--- config.mk ---
export PLATFORM = sky130hd
export DESIGN_NAME = memory_load_unit
export DESIGN_NICKNAME = d
export VERILOG_FILES = /design/src/rtl/memory_load_unit.sv
export SDC_FILE = /design/constraint.sdc
export NUM_CORES = 1
export LEC_CHECK = 0
export CORE_MARGIN = 2
export CORE_UTILIZATION = 33
export CTS_BUF_LIST = sky130_fd_sc_hd__clkbuf_8
export DETAILED_ROUTE_END_ITERATION = 8
export PLACE_DENSITY = 0.53
export SYNTH_ARGS = -nofsm -noshare
export SYNTH_HDL_FRONTEND = slang
export SYNTH_SLANG_ARGS = --single-unit
--- constraint.sdc ---
create_clock -name clk -period 14.5 [get_ports clk]
set_input_delay 2.9 -clock clk [delete_from_list [all_inputs] [get_ports clk]]
set_output_delay 2.9 -clock clk [all_outputs]
set_load 0.05 [all_outputs]
--- src/rtl/memory_load_unit.sv ---
// Sequential load-data unit: issues one or two beat-aligned bus reads per load, merges
// beats for misaligned accesses and returns a sign/zero-extended result with error flag.
module memory_load_unit #(
    parameter int unsigned DATA_LEN = 64,
    parameter int unsigned ADDR_LEN = 32
) (
    input  logic                clk,
    input  logic                rst,
    input  logic                req_valid,
    output logic                req_ready,
    input  logic [ADDR_LEN-1:0] req_addr,
    input  logic [1:0]          req_size,
    input  logic                req_sign,
    output logic                bus_ar_valid,
    input  logic                bus_ar_ready,
    output logic [ADDR_LEN-1:0] bus_ar_addr,
    input  logic                bus_r_valid,
    output logic                bus_r_ready,
    input  logic [DATA_LEN-1:0] bus_r_data,
    input  logic                bus_r_err,
    output logic                resp_valid,
    input  logic                resp_ready,
    output logic [DATA_LEN-1:0] resp_data,
    output logic                resp_err
);

    localparam int unsigned BYTES = DATA_LEN / 8;
    localparam int unsigned OFF_W = $clog2(BYTES);

    typedef enum logic [2:0] {StIdle, StAr0, StR0, StAr1, StR1, StResp} state_e;

    state_e                state_q, state_d;
    logic [ADDR_LEN-1:0]   addr_q;
    logic [1:0]            size_q;
    logic                  sign_q;
    logic [DATA_LEN-1:0]   beat0_q;

    logic [OFF_W-1:0]      off;
    logic [OFF_W+1:0]      span;
    logic                  split;
    logic                  illegal;
    logic [ADDR_LEN-1:0]   base_addr;
    logic [2*DATA_LEN-1:0] merged;
    logic [DATA_LEN-1:0]   raw, mask, ext;
    logic                  msb;
    int unsigned           width;

    always_comb begin
        off       = addr_q[OFF_W-1:0];
        span      = (OFF_W+2)'(off) + ((OFF_W+2)'(1) << size_q);
        split     = span > (OFF_W+2)'(BYTES);
        illegal   = (DATA_LEN == 32) && (req_size == 2'b11);
        base_addr = addr_q & ~ADDR_LEN'(BYTES - 1);
        bus_ar_addr = (state_q == StAr1) ? base_addr + ADDR_LEN'(BYTES) : base_addr;

        // Second beat only exists in R1; a single-beat access merges against zero.
        merged = (state_q == StR1) ? {bus_r_data, beat0_q} : {{DATA_LEN{1'b0}}, bus_r_data};
        raw    = DATA_LEN'(merged >> {off, 3'b000});

        width = 32'd8 << size_q;
        mask  = '1;
        msb   = 1'b0;
        ext   = raw;
        if (width < DATA_LEN) begin
            mask = ~({DATA_LEN{1'b1}} << width);
            msb  = |(raw & (DATA_LEN'(1) << (width - 1)));
            ext  = (raw & mask) | ((sign_q && msb) ? ~mask : '0);
        end
    end

    always_comb begin
        state_d = state_q;
        case (state_q)
            StIdle:  if (req_valid) state_d = illegal ? StResp : StAr0;
            StAr0:   if (bus_ar_ready) state_d = StR0;
            StR0:    if (bus_r_valid) state_d = (bus_r_err || !split) ? StResp : StAr1;
            StAr1:   if (bus_ar_ready) state_d = StR1;
            StR1:    if (bus_r_valid) state_d = StResp;
            StResp:  if (resp_ready) state_d = StIdle;
            default: state_d = StIdle;
        endcase
    end

    always_ff @(posedge clk) begin
        if (rst) begin
            state_q      <= StIdle;
            req_ready    <= 1'b1;
            bus_ar_valid <= 1'b0;
            bus_r_ready  <= 1'b0;
            resp_valid   <= 1'b0;
            resp_data    <= '0;
            resp_err     <= 1'b0;
        end else begin
            state_q      <= state_d;
            req_ready    <= (state_d == StIdle);
            bus_ar_valid <= (state_d == StAr0) || (state_d == StAr1);
            bus_r_ready  <= (state_d == StR0) || (state_d == StR1);
            resp_valid   <= (state_d == StResp);

            if (state_q == StIdle && req_valid) begin
                addr_q <= req_addr;
                size_q <= req_size;
                sign_q <= req_sign;
                if (illegal) begin
                    resp_data <= '0;
                    resp_err  <= 1'b1;
                end
            end

            if (state_q == StR0 && bus_r_valid) begin
                beat0_q <= bus_r_data;
                if (bus_r_err) begin
                    resp_data <= '0;
                    resp_err  <= 1'b1;
                end else if (!split) begin
                    resp_data <= ext;
                    resp_err  <= 1'b0;
                end
            end

            if (state_q == StR1 && bus_r_valid) begin
                resp_data <= bus_r_err ? '0 : ext;
                resp_err  <= bus_r_err;
            end
        end
    end

endmodule

==> results.md <==
* Root Buffer: clkbuf_8
* Vias at 8,798
* Mapped Area at 10,300 sq um
* Area share of the largest cell type after synthesis at 0.2887
* Hold-fix buffers, CTS at 0
* Worst-skew pair later-pin latency at ~0.48 ns
* Mapped Avg Cell Area at between 10 and 15 sq um
* DPL Wire Length at 24,300 um
* Antenna-violating nets left at 0
* Library cells used by synthesis at 70
* Hold violation total from the final report at 0
* Htree depth at 4
* Die area at 32,640 sq um
* Initial Util at 0.3358
* # port buffers at 203
* Fin Setup TNS at 0 ns
* LEAKAGE at ~4.8 nW
* Register area share after synthesis at 0.4286
* Placed cell area at 12,650 sq um
* Post-CTS Setup Inserts at 0
* DR pass1 iterations at 5
* Vias per inst at 5.604
* Antenna violations before repair at 0
* Relative slew slack at 0.3331
* CTS tree: yes
* Yosys warns at 0
* Share of cells above drive strength 1 at 0.09881
* P per Cell Area at 86.76 nW/um^2
* Tot Pwr at between 1 and 1.5 mW
* Largest cells by area after synthesis: edfxtp_1, dfxtp_1, mux2i_1
* Placeable Area at 30,670 sq um
* Dominant cell by count in the synthesized netlist: mux2i_1
* Post-synth ARST share at 0
* TritonCTS Sinks at 171
* Clk slew on worst S/H paths at ~0.11 ns
* Ant diodes at 0
* Critical Path RT at 11.60 ns
* Worst hold path class: flip-flop to flip-flop
* WL/cell at around 22 um
* WS Path Type: flip-flop to primary output
* Yosys reg bits at roughly 170
* Util after Layout at 0.4257
* R2R depth at 13
* CP endpoint kind: primary output
* Number of gates resized after CTS at 0
* First-pass GRT wire length at 52,930 um
* Ports at about 210
* Fill cell total of the finished layout at ~3,000
* GRT Total Usage at 0.2088
* Slew of the pin with the lowest slew margin at 0.9992 ns
* Site row count at 64
* Worst Slack Setup Final at roughly 7.5 ns
* WL final at between 30,000 and 40,000 um
* Maximum clock rate at 0.1438 GHz
* Post-synth top cells: mux2i_1, nand2_1, edfxtp_1, dfxtp_1, o21ai_0
* Vias in the first global route at 8,627
* Routability cong. at 0.8268
* Num CTS Buffers at 17
* Worst Path Arrival at 4.05 ns
* CTS Buffer Depth at 2
* Final worst path period share at 0.4795
* Pre-CTS WS at 8.090 ns
* Status: completed
* Largest net degree at the start of global routing at 65
* Die Y at 180.7 um
* GR Overflow Total at 0
* Tmin final at 6.953 ns
* Unrepaired setup endpoints after global routing: false
* Hold Crit Depth at 2
* Final nets at 1,273
* Top FF cell, synth: edfxtp_1
* Final setup fails at 0
* CP Max Fanout at 15
* Die width at 180.7 um
* Startpoint types: flip-flop
* Clock Skew at between 0.02 and 0.03 ns
* Mapped Cells at around 1,000
* DR DRC count at 0
* Initial DRC Count at 728
* Post-synth top area cell: edfxtp_1
* Area delta synth->final at 26.76%
* Post-synth EDFFs at 99
* Max_cap viols at 0
* Max VDD drop at between 50 and 60 uV
* Post-route cell area at 13,060 sq um
* Slew Limit Fails at 0
-- power by group --
part	switching (mW)	leakage, nW	internal (mW)
combinational	0.137	3.09	0.0960
sequential	0.00983	1.48	0.525
clock	0.218	0.211	0.147
-- layout by cell type, fill, tap and decap left out, types with 4 or more instances in the layout --
master,instances
nand3b_1,5
a22o_1,6
mux2i_1,134
buf_4,20
a21boi_0,4
o21ai_0,51
a21oi_1,38
nor2b_1,6
inv_8,7
xor2_1,9
ha_1,5
clkbuf_8,17
mux2_2,11
and3_1,13
nor3_1,16
nand2_1,131
mux4_2,33
inv_1,11
nand3_1,50
dfxtp_1,72
edfxtp_1,99
xnor2_1,19
nand2b_1,8
nor4bb_1,4
o22ai_1,13
a22oi_1,15
nand4_1,6
nor2_1,46
clkdlybuf4s50_1,203
a32oi_1,41
o211ai_1,10
clkinv_4,4
-- critical path, cell delays in order (launching register included) --
cell	delay, ns
dfxtp_1	0.70
nand3b_2	0.24
nor4_1	0.57
nand4_1	0.33
or3_1	0.48
nor2_1	0.17
nand4_1	0.13
xnor2_1	0.14
clkdlybuf4s50_1	0.82
-- worst paths after layout --
| check | slack (ns) | startpoint | endpoint |
|---|---|---|---|
| setup / recovery | 7.55 | state_q[0]$_SDFF_PP0_ | bus_ar_addr[30] |
| hold / removal | 0.46 | resp_data[2]$_SDFFE_PP0P_ | resp_data[2]$_SDFFE_PP0P_ |
| setup reg to reg | 10.01 | size_q[1]$_DFFE_PP_ | resp_data[34]$_SDFFE_PP0P_ |
| hold reg to reg | 0.46 | resp_data[2]$_SDFFE_PP0P_ | resp_data[2]$_SDFFE_PP0P_ |
-- logic make-up after synthesis --
| kind of cell | share of synthesized area |
|---|---|
| flip-flops | 0.4286 |
| adder cells (fa/ha/maj) | 0.008019 |
| buffers and inverters | 0.04228 |
| AO/OA/AOI/OAI | 0.1417 |
| XOR/XNOR | 0.02381 |
| multiplexers | 0.2144 |
| AND/OR/NAND/NOR | 0.1408 |
| other | 0.0003641 |
-- per-layer routing --
layer	GRT usage	vias up	wire (um)
met1	0.2845	4312	15360
li1	-	4127	-
met2	0.3351	313	16320
met5	0	-	0
met4	0.07581	0	1002
met3	0.03294	46	1958
-- registers in the layout, summed over array words and instances, names as in the netlist --
| register | flops |
|---|---|
| resp_err | 1 |
| bus_r_ready | 1 |
| beat0_q | 64 |
| sign_q | 1 |
| state_q | 3 |
| resp_valid | 1 |
| req_ready | 1 |
| resp_data | 64 |
| size_q | 2 |
| addr_q | 32 |
| bus_ar_valid | 1 |
-- final cells by class --
cell class                      instances  area, sq um  share of cell area
Clock inverter                         15        175.2             0.01342
Sequential cell                       171         4414              0.3381
Multi-Input combinational cell        734         5502              0.4214
Inverter                               14        52.55            0.004025
Clock buffer                           17        234.0             0.01792
Tap cell                              396        495.5             0.03795
Timing Repair Buffer                  223         2182              0.1671
-- metrics by stage --
step	hold slack (ns)	std cells
2_1_floorplan	0.6370	1005
3_3_place_gp	0.4504	1538
3_5_place_dp	0.4494	1538
4_1_cts	0.4703	1570
5_1_grt	0.4859	1570
6_report	0.4645	1570
(Power assumes the default switching activity.)
